[src/rtl/axim_ctrl_multi_counter_if.sv]
// rtl/axim_ctrl_multi_counter_if.sv - strobe/amount/flag bundle for the multi-channel counter bank
interface axim_ctrl_multi_counter_if #(
    parameter int C_CHANNELS   = 4,
    parameter int C_WIDTH      = 8,
    parameter int C_STEP_WIDTH = 4
);
    logic                               clken;
    logic [C_CHANNELS-1:0]              load;
    logic [C_CHANNELS*C_WIDTH-1:0]      load_value;
    logic [C_CHANNELS-1:0]              incr;
    logic [C_CHANNELS*C_STEP_WIDTH-1:0] incr_amt;
    logic [C_CHANNELS-1:0]              decr;
    logic [C_CHANNELS*C_STEP_WIDTH-1:0] decr_amt;
    logic [C_CHANNELS-1:0]              err_clr;
    logic [C_CHANNELS*C_WIDTH-1:0]      count;
    logic [C_CHANNELS-1:0]              is_zero;
    logic [C_CHANNELS-1:0]              at_thresh;
    logic [C_CHANNELS-1:0]              ovf;
    logic [C_CHANNELS-1:0]              unf;

    modport master (
        output clken, load, load_value, incr, incr_amt, decr, decr_amt, err_clr,
        input  count, is_zero, at_thresh, ovf, unf
    );

    modport slave (
        input  clken, load, load_value, incr, incr_amt, decr, decr_amt, err_clr,
        output count, is_zero, at_thresh, ovf, unf
    );
endinterface

[src/rtl/axim_ctrl_multi_counter.sv]
// rtl/axim_ctrl_multi_counter.sv - per-channel variable-step up/down counters with zero/threshold/sticky error flags
// Optional build macro AXIM_CTRL_MULTI_COUNTER_SATURATE_EN: clamp on overflow/underflow instead of wrapping.
module axim_ctrl_multi_counter #(
    parameter int                 C_CHANNELS   = 4,
    parameter int                 C_WIDTH      = 8,
    parameter int                 C_STEP_WIDTH = 4,
    parameter logic [C_WIDTH-1:0] C_INIT       = '0,
    parameter int                 C_THRESH     = 2**(C_WIDTH-1)
) (
    input  logic                        clk,
    input  logic                        rst,
    axim_ctrl_multi_counter_if.slave    bus
);
    localparam int W = C_WIDTH;
    localparam int S = C_STEP_WIDTH;
    localparam int N = C_CHANNELS;
    localparam logic [W-1:0] MAX_VAL = '1;
    localparam logic INIT_ZERO = (C_INIT == '0);
    localparam logic INIT_THR  = ({{(33-W){1'b0}}, C_INIT} >= 33'(C_THRESH));

    logic [N*W-1:0] count_q,     count_nxt;
    logic [N-1:0]   is_zero_q,   is_zero_nxt;
    logic [N-1:0]   at_thresh_q, at_thresh_nxt;
    logic [N-1:0]   ovf_q,       ovf_nxt;
    logic [N-1:0]   unf_q,       unf_nxt;

    always_comb begin
        logic [W-1:0]          cur;
        logic [W-1:0]          nxt;
        logic [S-1:0]          inc_amt;
        logic [S-1:0]          dec_amt;
        logic signed [W+1:0]   net;
        logic                  over;
        logic                  under;
        count_nxt     = count_q;
        is_zero_nxt   = is_zero_q;
        at_thresh_nxt = at_thresh_q;
        ovf_nxt       = ovf_q;
        unf_nxt       = unf_q;
        cur     = '0;
        nxt     = '0;
        inc_amt = '0;
        dec_amt = '0;
        net     = '0;
        over    = 1'b0;
        under   = 1'b0;
        for (int i = 0; i < N; i++) begin
            cur     = count_q[i*W +: W];
            inc_amt = bus.incr[i] ? bus.incr_amt[i*S +: S] : '0;
            dec_amt = bus.decr[i] ? bus.decr_amt[i*S +: S] : '0;
            // Two guard bits: the top one is the sign, the next one flags a carry past MAX_VAL.
            net   = $signed({2'b00, cur})
                  + $signed({{(W+2-S){1'b0}}, inc_amt})
                  - $signed({{(W+2-S){1'b0}}, dec_amt});
            over  = !net[W+1] && net[W];
            under = net[W+1];
            if (bus.load[i]) begin
                nxt   = bus.load_value[i*W +: W];
                over  = 1'b0;
                under = 1'b0;
            end else if (over) begin
`ifdef AXIM_CTRL_MULTI_COUNTER_SATURATE_EN
                nxt = MAX_VAL;
`else
                nxt = net[W-1:0];
`endif
            end else if (under) begin
`ifdef AXIM_CTRL_MULTI_COUNTER_SATURATE_EN
                nxt = '0;
`else
                nxt = net[W-1:0];
`endif
            end else begin
                nxt = net[W-1:0];
            end
            count_nxt[i*W +: W] = nxt;
            is_zero_nxt[i]      = (nxt == '0);
            at_thresh_nxt[i]    = ({{(33-W){1'b0}}, nxt} >= 33'(C_THRESH));
            // A fresh event outranks a same-cycle clear.
            ovf_nxt[i] = (ovf_q[i] && !bus.err_clr[i]) || over;
            unf_nxt[i] = (unf_q[i] && !bus.err_clr[i]) || under;
        end
    end

    always_ff @(posedge clk or posedge rst) begin
        if (rst) begin
            count_q     <= {N{C_INIT}};
            is_zero_q   <= {N{INIT_ZERO}};
            at_thresh_q <= {N{INIT_THR}};
            ovf_q       <= '0;
            unf_q       <= '0;
        end else if (bus.clken) begin
            count_q     <= count_nxt;
            is_zero_q   <= is_zero_nxt;
            at_thresh_q <= at_thresh_nxt;
            ovf_q       <= ovf_nxt;
            unf_q       <= unf_nxt;
        end
    end

    assign bus.count     = count_q;
    assign bus.is_zero   = is_zero_q;
    assign bus.at_thresh = at_thresh_q;
    assign bus.ovf       = ovf_q;
    assign bus.unf       = unf_q;
endmodule

[src/flat_wrapper.sv]
// flat-port wrapper written by rule: the top's interface ports become plain ports
module axim_ctrl_multi_counter_flat 
#(
    parameter int                 C_CHANNELS   = 4,
    parameter int                 C_WIDTH      = 8,
    parameter int                 C_STEP_WIDTH = 4,
    parameter logic [C_WIDTH-1:0] C_INIT       = '0,
    parameter int                 C_THRESH     = 2**(C_WIDTH-1)
)
  (clk, rst, bus_clken, bus_load, bus_load_value, bus_incr, bus_incr_amt, bus_decr, bus_decr_amt, bus_err_clr, bus_count, bus_is_zero, bus_at_thresh, bus_ovf, bus_unf);
  axim_ctrl_multi_counter_if #(.C_CHANNELS(C_CHANNELS), .C_WIDTH(C_WIDTH), .C_STEP_WIDTH(C_STEP_WIDTH)) bus_i ();
  input  logic clk;
  input  logic rst;
  input wire logic [$bits(bus_i.clken)-1:0] bus_clken;
  input wire logic [$bits(bus_i.load)-1:0] bus_load;
  input wire logic [$bits(bus_i.load_value)-1:0] bus_load_value;
  input wire logic [$bits(bus_i.incr)-1:0] bus_incr;
  input wire logic [$bits(bus_i.incr_amt)-1:0] bus_incr_amt;
  input wire logic [$bits(bus_i.decr)-1:0] bus_decr;
  input wire logic [$bits(bus_i.decr_amt)-1:0] bus_decr_amt;
  input wire logic [$bits(bus_i.err_clr)-1:0] bus_err_clr;
  output wire logic [$bits(bus_i.count)-1:0] bus_count;
  output wire logic [$bits(bus_i.is_zero)-1:0] bus_is_zero;
  output wire logic [$bits(bus_i.at_thresh)-1:0] bus_at_thresh;
  output wire logic [$bits(bus_i.ovf)-1:0] bus_ovf;
  output wire logic [$bits(bus_i.unf)-1:0] bus_unf;
  assign bus_i.clken = bus_clken;
  assign bus_i.load = bus_load;
  assign bus_i.load_value = bus_load_value;
  assign bus_i.incr = bus_incr;
  assign bus_i.incr_amt = bus_incr_amt;
  assign bus_i.decr = bus_decr;
  assign bus_i.decr_amt = bus_decr_amt;
  assign bus_i.err_clr = bus_err_clr;
  assign bus_count = bus_i.count;
  assign bus_is_zero = bus_i.is_zero;
  assign bus_at_thresh = bus_i.at_thresh;
  assign bus_ovf = bus_i.ovf;
  assign bus_unf = bus_i.unf;
  axim_ctrl_multi_counter #(.C_CHANNELS(C_CHANNELS), .C_WIDTH(C_WIDTH), .C_STEP_WIDTH(C_STEP_WIDTH), .C_INIT(C_INIT), .C_THRESH(C_THRESH)) u_core (.clk(clk), .rst(rst), .bus(bus_i));
endmodule
[config.mk]
export PLATFORM = sky130hd
export DESIGN_NAME = axim_ctrl_multi_counter_flat
export DESIGN_NICKNAME = d
export VERILOG_FILES = /design/src/rtl/axim_ctrl_multi_counter_if.sv /design/src/rtl/axim_ctrl_multi_counter.sv /design/src/flat_wrapper.sv
export SDC_FILE = /design/constraint.sdc
export NUM_CORES = 1
export LEC_CHECK = 0
export BUFFER_PORTS_ARGS = -buffer_cell sky130_fd_sc_hd__buf_2
export CAP_MARGIN = 10
export CELL_PAD_IN_SITES_DETAIL_PLACEMENT = 2
export CELL_PAD_IN_SITES_GLOBAL_PLACEMENT = 2
export CORE_MARGIN = 10
export CORE_UTILIZATION = 33
export CTS_BUF_LIST = sky130_fd_sc_hd__clkbuf_8
export DETAILED_ROUTE_END_ITERATION = 12
export PLACE_DENSITY = 0.92
export SLEW_MARGIN = 0
export SYNTH_ARGS = -nofsm -noshare
export SYNTH_HDL_FRONTEND = slang
export SYNTH_SLANG_ARGS = --single-unit
[constraint.sdc]
create_clock -name clk -period 9.05 [get_ports clk]
set_clock_uncertainty 0.2 [all_clocks]
set_input_delay 0.4525 -clock clk [delete_from_list [all_inputs] [get_ports clk]]
set_output_delay 0.4525 -clock clk [all_outputs]
set_load 0.05 [all_outputs]
Word level (Yosys, flattened, before mapping)

Index checks and enable logic that the tools add are counted.

Reductions and logical operators: 32
Add/subtract/negate cells: 8
Multiplexer cells: 20
Magnitude comparators: 4

Operators with widths:

| operator                                      | count |
|---|---|
| 10-bit by 5-bit subtractor with 10-bit output | 4 |
| 8-bit by 4-bit adder with 9-bit output        | 4 |
| 8-bit >= comparator, second input constant    | 4 |
| 8-bit zero test                               | 4 |
| 4-bit two-way mux                             | 8 |
| 8-bit two-way mux                             | 4 |
| 1-bit logical AND                             | 12 |
| 1-bit zero test                               | 8 |
| 1-bit logical OR                              | 8 |
| 1-bit two-way mux                             | 8 |

Logic and storage cells: 69
Output and inout port bits: 48
Input port bits: 83
Flip-flop bits (word level): 48

Logic depth before layout (Yosys ltp)

Gate-level depths: netlist (run 1).

Depth after elaboration: 7
Mapped depth: 13
Gate-level depth less buffers: 13

Worst setup path before layout (run 1)

OpenSTA, ideal clock, no wires.

Path kind: register to register
From: register u_core.count_q[16], in the netlist u_core.bus.count[16]
To: register u_core.ovf_q[2], in the netlist u_core.bus.ovf[2]
Data required time: 8.729 ns
Slack: 5.550 ns
Arrival time: 3.179 ns
Cell stages (with the launch flop): 11
Cells stage by stage: dfrtp_1 > ha_1 > fa_1 > fa_1 > a21o_1 > a21oi_1 > o21ai_0 > nor2_1 > and3b_1 > mux2_1 > a22o_1

Word-level cells in the longest chain between the ends: 6

Ends and longest elaborated chain:

| element                                         | line                          | RTL |
|---|---|---|
| start: declaration                              | axim_ctrl_multi_counter.sv:21 | `logic [N*W-1:0] count_q, count_nxt;` |
| start signal: assignment                        | axim_ctrl_multi_counter.sv:87 | `count_q <= {N{C_INIT}};` |
| start signal: assignment                        | axim_ctrl_multi_counter.sv:93 | `count_q <= count_nxt;` |
| 8-bit by 4-bit adder with 9-bit output *        | axim_ctrl_multi_counter.sv:53 | `+ $signed({{(W+2-S){1'b0}}, inc_amt})` |
| 10-bit by 5-bit subtractor with 10-bit output * | axim_ctrl_multi_counter.sv:54 | `- $signed({{(W+2-S){1'b0}}, dec_amt});` |
| 1-bit zero test                                 | axim_ctrl_multi_counter.sv:55 | `over = !net[W+1] && net[W];` |
| 1-bit logical AND *                             | axim_ctrl_multi_counter.sv:55 |  |
| 1-bit two-way mux *                             | axim_ctrl_multi_counter.sv:57 | `if (bus.load[i]) begin` |
| 1-bit logical OR *                              | axim_ctrl_multi_counter.sv:80 | `ovf_nxt[i] = (ovf_q[i] && !bus.err_clr[i]) \|\| over;` |
| end signal: assignment                          | axim_ctrl_multi_counter.sv:96 | `ovf_q <= ovf_nxt;` |
| end: declaration                                | axim_ctrl_multi_counter.sv:24 | `logic [N-1:0] ovf_q, ovf_nxt;` |

Mark *: on every way between the ends. The rest lies on a longest branch, timed or not.
A chain may end at the register's enable or synchronous reset.

Final worst setup path (run 1)

Ends and elaborated chain as after synthesis.

==> metrics, run 1 <==
Async SR Flop Fraction=1.000; Fin Setup TNS=0 ns; WL per Instance=20.05 µm; Rows=41; full die area=17960 µm²; Slew HR=0.4864; share of layout cells above drive strength 1=0.2532; vias in the first global route=5015; syn_area_per_cell=8.530 µm²; Overflow after GRT=0; final hold vios=0; max-slew violations=0; Hold Worst Slack=0.09398 ns; initial antenna violation count=0; commonest non-fill, non-tap cell in the layout=buf_2; cell area power density=285.1 nW/µm²; post-cts resize count=0; total number of vias=4255; R2R setup slack=5.40 ns; Worst setup EP type=flip-flop; Util after Layout=0.4101; H-tree levels=2; # clock sinks=48; largest net degree at the start of global routing=72; Num CTS Buffers=5; Period minus WS final=3.646 ns; commonest cells after routing, fill and taps aside=buf_2 (130), nand2_1 (55), dfrtp_1 (44); Root Buffer=clkbuf_8; crit path max fanout=4; post-synthesis adder-cell area fraction=0.1307; Post-CTS Hold Buffers=0; DP HPWL=13070 µm; CP Class=reg -> reg; Syn Std Cell Area=4290 µm²; Crit Reg-Reg Endpoint=u_core.bus.ovf[2]; core footprint=12670 µm²; EDFF count, synth=0; outcome=finished clean; RD Place Congestion=0.8267; register area share after synthesis=0.2811; Yosys warnings=0; Crit path arrival time=3.68 ns; vias per inst=5.319; P&R area growth vs syn=21.11%; xor/xnor cell area share of the yosys netlist=0.07962; drt drc=0; CP Launch Type=flip-flop; IO Count=131; Hold Crit Class=in -> async; CTS tree=built; post-CTS setup buffer count=0; setup violators final=0; RR Startpoint=u_core.bus.count[16]; multiplexer share of the synthesized area=0.04462; critical path startpoint=u_core.bus.count[16]; peak supply drop=0.1601 mV; Seq cells post-synth=48; gr usage total=0.1820; Syn Inst Count=503; Clk Latency, worst-skew pair=0.33 ns; Clock transition at path regs=0.10 ns; Synth cell types=63; Detail Route Antenna Nets=0; Max Cap Viol=0; First DRT Iteration DRCs=147; clk buf depth=2; Synthesized Nets=626; f_max=274.2 MHz; DIE HEIGHT=134.0 µm; drt first pass iters=4; Slew @ Worst Pin=0.7705 ns; Die X=134.0 µm; reported leakage power=2.384 nW; reg2reg path depth=11; Compound-Gate Fraction of Synth Area=0.2132; n_diodes=0; Routed WL=16040 µm; Synth Flop Type=dfrtp_1; Synth Area in Simple Gates=0.2120; nets@finish=750; CP endpoint=u_core.bus.ovf[2]; # port buffers=130; RSZ-0062 raised after global routing=false; Tcrit/Tclk final=0.4029; CP required=9.08 ns; initial core utilization=0.3386; first-pass GRT wire length=26810 µm; largest family of logic cells by synthesized area=compound AO/OA/AOI/OAI gates
[cells in the mapped netlist (all sizes together), types with 3 or more instances]
| master | number | share of area |
|---|---|---|
| fa | 8 | 0.037 |
| a21oi | 35 | 0.041 |
| o211ai | 13 | 0.027 |
| nor2b | 9 | 0.013 |
| nand4 | 3 | 0.0044 |
| a211oi | 6 | 0.015 |
| a31oi | 3 | 0.0044 |
| clkbuf | 11 | 0.0096 |
| mux2 | 9 | 0.024 |
| o21a | 16 | 0.028 |
| o21ai | 30 | 0.035 |
| o31ai | 3 | 0.0052 |
| inv | 26 | 0.023 |
| and2 | 21 | 0.031 |
| nor3 | 11 | 0.013 |
| dfstp | 4 | 0.024 |
| nor4b | 3 | 0.0061 |
| nand2 | 55 | 0.048 |
| and3 | 7 | 0.010 |
| ha | 32 | 0.093 |
| a22o | 3 | 0.0061 |
| nand3 | 7 | 0.0082 |
| xor2 | 17 | 0.035 |
| nor2 | 40 | 0.035 |
| nor3b | 6 | 0.012 |
| o22ai | 4 | 0.0058 |
| dfrtp | 44 | 0.26 |
| nand2b | 9 | 0.013 |
| a21o | 6 | 0.010 |
| buf | 4 | 0.0064 |
| mux2i | 9 | 0.021 |
| xnor2 | 22 | 0.045 |
[final cells by class]
| cell class | count | area (µm²) |
|---|---|---|
| sequential | 48 | 1206 |
| clock buffer | 6 | 82.58 |
| clock inverter | 2 | 11.26 |
| inverter | 26 | 97.59 |
| multi-input combinational | 414 | 2918 |
| fill | 1478 | 7475 |
| timing repair buffer | 132 | 665.6 |
| tap | 172 | 215.2 |
[logic make-up after synthesis]
family | count (synthesis)
mux | 18
simple gates | 181
buf+inv | 41
fa+ha+maj | 40
compound gates | 136
flops | 48
xor+xnor | 39
[sequential cells by signal, summed over array words and instances, names as in the netlist]
register and count:
u_core.bus.unf 4, u_core.bus.at_thresh 4, u_core.bus.is_zero 4, u_core.bus.ovf 4, u_core.bus.count 32
[critical path, cell delays in order, from the launching register on]
cell and delay, ns:
dfrtp_1 0.42, ha_1 0.26, fa_1 0.43, xor2_1 0.20, ha_1 0.38, a21o_1 0.21
a21oi_1 0.29, o21ai_0 0.21, nor2_1 0.19, and3b_1 0.19, mux2_1 0.33, a22o_1 0.23
[worst min-delay path by stage]
stage	end	slack (ns)
finish	u_core.bus.count[22]	0.09
global route	u_core.bus.count[22]	0.16
CTS	u_core.bus.count[22]	0.11
detailed placement	u_core.bus.at_thresh[2]	0.27
global placement	u_core.bus.at_thresh[1]	0.26
floorplan	u_core.bus.is_zero[2]	0.39
[metal layers]
metal,track usage,part of all wire
met5,0,0
met4,0.04595,0.015
met3,0.04182,0.046
met2,0.3414,0.53
met1,0.2007,0.41
[through the flow]
stage	instances	setup WS (ns)	instance area, µm²	power, mW
2_1_floorplan	503	5.550	4290	1.070
3_3_place_gp	792	5.397	5102	1.272
3_5_place_dp	792	5.164	5102	1.338
4_1_cts	800	5.416	5196	1.499
5_1_grt	800	5.191	5196	1.606
6_report	800	5.404	5196	1.481
[where the power goes]
group	switching [mW]	total, mW	internal (mW)
Clock	0.0842	0.145	0.0612
Sequential	0.0823	0.355	0.272
Combinational	0.640	0.981	0.341
Total	0.807	1.48	0.674
Note: power is estimated with default switching activity, not from simulation.
==> inputs of run 2 (changes only) <==
Settings changed: CORE_UTILIZATION 33 to 28, PLACE_DENSITY 0.92 to 0.83.
Clock period 9.05 ns to 3.28 ns, I/O delays scaled along.
==> run 2 against run 1 <==
Against the previous run: critical path type unchanged; non-clock buffer count increased by 44; hold slack worse by 0.071 ns; critical path depth is 1 lower; worst setup slack got worse by 5.4 ns; fmax increased by 11%; highest routed layer unchanged; design area rose by 13%; utilization down 2.1 points; clock power rose to 3.9 times the previous value.
==> metrics, run 2 (synthesized netlist as in run 1, its figures left out) <==
Worst setup EP type=flip-flop; placed cells=818; vias per inst=5.150; Fillers=1701; nets@finish=794; Clk Latency, worst-skew pair=0.33 ns; first-pass GRT wire length=27840 µm; core footprint=15090 µm²; Hold Worst Slack=0.02300 ns; outcome=finished clean; Rows=45; total power=4.604 mW; Clock transition at path regs=0.10 ns; fin worst setup slack=0.009178 ns; gr usage total=0.1670; Crit Reg-Reg Endpoint=u_core.bus.is_zero[3]; Util after Layout=0.3892; Num CTS Buffers=5; initial antenna violation count=0; Root Buffer=clkbuf_8; R2R setup slack=0.009 ns; H-tree levels=2; Hold Crit Start=bus_load_value[25]; f_max=305.7 MHz; First DRT Iteration DRCs=192; DP HPWL=13080 µm; Period minus WS final=3.271 ns; reported leakage power=2.624 nW; max FFs per register=32; total number of vias=4429; Routed WL=17320 µm; DIE HEIGHT=143.8 µm; vias in the first global route=5120; RSZ-0062 raised after global routing=true; Hold Crit Class=in -> reg; Layout Cells excl Fill=860; CTS tree=built; reg2reg path depth=10; commonest cells after routing, fill and taps aside=buf_2 (130), nand2_1 (55), dfrtp_1 (41); RR Startpoint=u_core.bus.count[24]; n_diodes=0; Detail Route Antenna Nets=0; final hold vios=0; WHS Endpoint=u_core.bus.count[25]; Crit path arrival time=3.32 ns; CP Launch Type=flip-flop; cell area power density=783.8 nW/µm²; largest net degree at the start of global routing=47; IO Count=131; # port buffers=130; # clock sinks=48; Tcrit/Tclk final=0.9972; commonest non-fill, non-tap cell in the layout=buf_2; setup violators final=0; CP Class=reg -> reg; Slew HR=0.2843; share of layout cells above drive strength 1=0.3259; initial core utilization=0.2843; Overflow after GRT=0; hold depth=3; Die X=143.8 µm; max-slew violations=0; Slew @ Worst Pin=1.072 ns; clk buf depth=2; full die area=20670 µm²; Max Cap Viol=0; crit path max fanout=4; WL per Instance=20.14 µm; CP required=3.33 ns; drt drc=0; drt first pass iters=4; peak supply drop=0.4385 mV; RD Place Congestion=0.8506; P&R area growth vs syn=36.89%; pre-CTS WS=-0.06587 ns
==> run 2: layout make-up <==
class / instances / area, µm² / area share
clock buffers: 5 / 68.82 / 0.01172
clock inverters: 3 / 68.82 / 0.01172
inverters: 26 / 97.59 / 0.01662
multi-input cells: 414 / 3119 / 0.5311
flip-flops and latches: 48 / 1210 / 0.2060
well taps: 188 / 235.2 / 0.04005
repair buffers: 176 / 1074 / 0.1828
==> run 2: worst max-delay path, cell delays in order, from the launching register on <==
cell	delay, ns
dfrtp_2	0.44
ha_4	0.18
fa_2	0.59
ha_4	0.21
nor2b_4	0.12
o211ai_1	0.26
o211ai_4	0.15
xor2_1	0.17
nor2_1	0.08
or4b_4	0.53
o32ai_2	0.26
==> run 2: repair_timing <==
action | 4_1_cts | 5_1_grt
pin swaps | 6 | 27
setup endpoints to repair | 5 | 20
setup buffers | 1 | 7
hold buffers | 25 | 1
gates resized for setup | 9 | 36
endpoints found under the hold margin | 66 | 1
==> run 2: metal layers <==
layer	track usage	routed length [µm]
met5	0	0
met2	0.3026	8986
met1	0.1954	7281
met4	0.02364	166
met3	0.04488	888
==> run 2: worst max-delay path by stage <==
| stage | from | end | slack [ns] | cells past startpoint |
|---|---|---|---|---|
| 6_report | u_core.bus.count[24] | u_core.bus.is_zero[3] | 0.009 | 10 |
| 5_1_grt | u_core.bus.count[24] | u_core.bus.is_zero[3] | -0.10 | 10 |
| 4_1_cts | u_core.bus.count[24] | u_core.bus.is_zero[3] | -0.02 | 10 |
| 3_5_place_dp | bus_incr[3] | u_core.bus.is_zero[3] | -0.07 | 11 |
| 3_3_place_gp | bus_incr_amt[8] | u_core.bus.ovf[2] | 0.07 | 12 |
| 2_1_floorplan | u_core.bus.count[16] | u_core.bus.ovf[2] | -0.05 | 11 |
==> run 2: where the power goes <==
part / internal, mW / switching [mW]
Combinational: 1.16 / 1.89
Clock: 0.308 / 0.255
Sequential: 0.753 / 0.239
==> run 2: through the flow <==
stage	cell area (µm²)	TNS, ns
5_1_grt	5873	-0.3476
3_3_place_gp	5216	0
4_1_cts	5642	-0.01651
3_5_place_dp	5216	-0.1519
6_report	5873	0
2_1_floorplan	4297	-0.05283
==> inputs of run 3 (changes only) <==
Settings changed: CORE_UTILIZATION 28 to 31, PLACE_DENSITY 0.83 to 0.87.
Clock period 3.28 ns to 3.4 ns, I/O delays scaled along.
==> run 3 against run 2 <==
Against the previous run: utilization grew 2.9 points; sequential power down 3.7%; first-iteration DRC count decreased by 22%; critical endpoint is now u_core.bus.is_zero[0]; critical path depth shrank 1; global-route usage rose by 0.87 points; worst setup slack improved by 0.082 ns; hold slack lost 0.021 ns; largest cell class unchanged; power is 8.6% lower; clock-buffer cell count stayed put.
==> metrics, run 3 (synthesized netlist as in run 1, its figures left out) <==
outcome=finished clean; WL per Instance=20.45 µm; commonest cells after routing, fill and taps aside=buf_2 (130), nand2_1 (55), dfrtp_1 (43); Max Cap Viol=0; core footprint=13400 µm²; final hold vios=0; cell area power density=750.8 nW/µm²; switching share of power=0.5359; total number of vias=4395; n_diodes=0; Detail Route Antenna Nets=0; post-place instance area=5136 µm²; reg2reg path depth=9; Crit path arrival time=3.34 ns; Period minus WS final=3.308 ns; Fillers=1511; gr usage total=0.1756; largest net degree at the start of global routing=51; peak supply drop=0.4095 mV; first-pass GRT wire length=26570 µm; Hold Crit Class=in -> reg; drt drc=0; vias in the first global route=5057; H-tree levels=2; Rows=42; Fin Setup TNS=0 ns; Num CTS Buffers=5; # clock sinks=48; Root Buffer=clkbuf_8; DP HPWL=12870 µm; Overflow after GRT=0; drt first pass iters=4; Worst setup EP type=flip-flop; Crit path max-delay family=adder cells; commonest non-fill, non-tap cell in the layout=buf_2; # port buffers=130; Crit Reg-Reg Endpoint=u_core.bus.is_zero[0]; Crit-path slowest cell=fa_1; sequence of cells on the critical path=ha_1, fa_1, fa_1, a21o_1, a21oi_1, and3_1, xor2_1, o21ai_1, o41ai_1; Tcrit/Tclk final=0.9731; Hold Worst Slack=0.001572 ns; clk buf depth=2; Die X=137.6 µm; detailed-routed wire length on met3=813 µm; IO Count=131; RD Place Congestion=0.8268; CP Launch Type=flip-flop; Util after Layout=0.4180; max FFs per register=32; DIE HEIGHT=137.6 µm; full die area=18950 µm²; Multi-input gate area=2990 µm²; f_max=302.3 MHz; uppermost layer routed=met4; P_sw=2.254 mW; vias per inst=5.263; Internal Power=1.952 mW; Clock power frac=0.111; reported leakage power=2.528 nW; setup violators final=0; Hold Crit Start=bus_load_value[1]; placed cells=798; CTS tree=built; max-slew violations=0; hold depth=3; share of layout cells above drive strength 1=0.2807; CP Class=reg -> reg; P&R area growth vs syn=30.56%; Routed WL=17080 µm; CP required=3.43 ns; Slew HR=0.4997; register area=1207 µm²; Layout Cells excl Fill=835; post-route cell area=5602 µm²; Comb pwr share=0.662; Clk Latency, worst-skew pair=0.34 ns; First DRT Iteration DRCs=150; sequential share of power=0.227; Clock transition at path regs=0.11 ns; nets@finish=781; WL met1=7072 µm; R2R setup slack=0.09 ns; Slew @ Worst Pin=0.7494 ns; crit path max fanout=3; Crit path top cell by count=fa_1; met2 wire length=9016 µm; initial antenna violation count=0; CP Buf/Inv Count=0; initial core utilization=0.3202; RR Startpoint=u_core.bus.count[0]; crit-path max cell delay=0.50 ns; WHS Endpoint=u_core.bus.count[1]
## run 3: worst max path at each step
stage | start | end | cells after the start
floorplan | u_core.bus.count[16] | u_core.bus.ovf[2] | 11
global placement | bus_incr_amt[8] | u_core.bus.ovf[2] | 13
detailed placement | bus_incr[3] | u_core.bus.count[30] | 13
CTS | u_core.bus.count[16] | u_core.bus.ovf[2] | 11
global route | u_core.bus.count[0] | u_core.bus.is_zero[0] | 11
finish | u_core.bus.count[0] | u_core.bus.is_zero[0] | 9
## run 3: cell type report
class / instances / share of cell area
multi-input combinational: 414 / 0.5338
tap: 176 / 0.03931
clock inverter: 3 / 0.008264
clock buffer: 5 / 0.01229
timing repair buffer: 163 / 0.1733
sequential: 48 / 0.2155
inverter: 26 / 0.01742
## run 3: timing repair
item	in CTS	in global routing
endpoints found under the hold margin	49	1
gates resized for setup	2	18
hold buffers	23	1
gates cloned	0	0
endpoints found under the setup margin	2	13
setup buffers	0	5
pin swaps	0	7
## run 3: power groups by stage
stage,registers (mW),logic (mW),clock network [mW]
2_1_floorplan,1.44,1.41,0
3_3_place_gp,0.944,2.49,0
3_5_place_dp,0.957,2.61,0
4_1_cts,0.948,2.67,0.485
5_1_grt,0.985,3.03,0.499
6_report,0.955,2.78,0.468
## run 3: through the flow
stage / setup WS, ns / power (mW)
floorplan: 0.008130 / 2.849
global placement: 0.1118 / 3.431
detailed placement: 0.02108 / 3.566
CTS: 0.02433 / 4.107
global route: -0.03913 / 4.519
finish: 0.09159 / 4.206
## run 3: worst min-delay path, cell delays in order
cell and delay, ns:
buf_2 0.10, mux2i_1 0.07, a21oi_1 0.15
## run 3: layer usage
layer,GRT usage,vias to the layer above
li1,-,2098
met2,0.3270,100
met5,0,-
met1,0.2002,2183
met4,0.03396,0
met3,0.03824,14
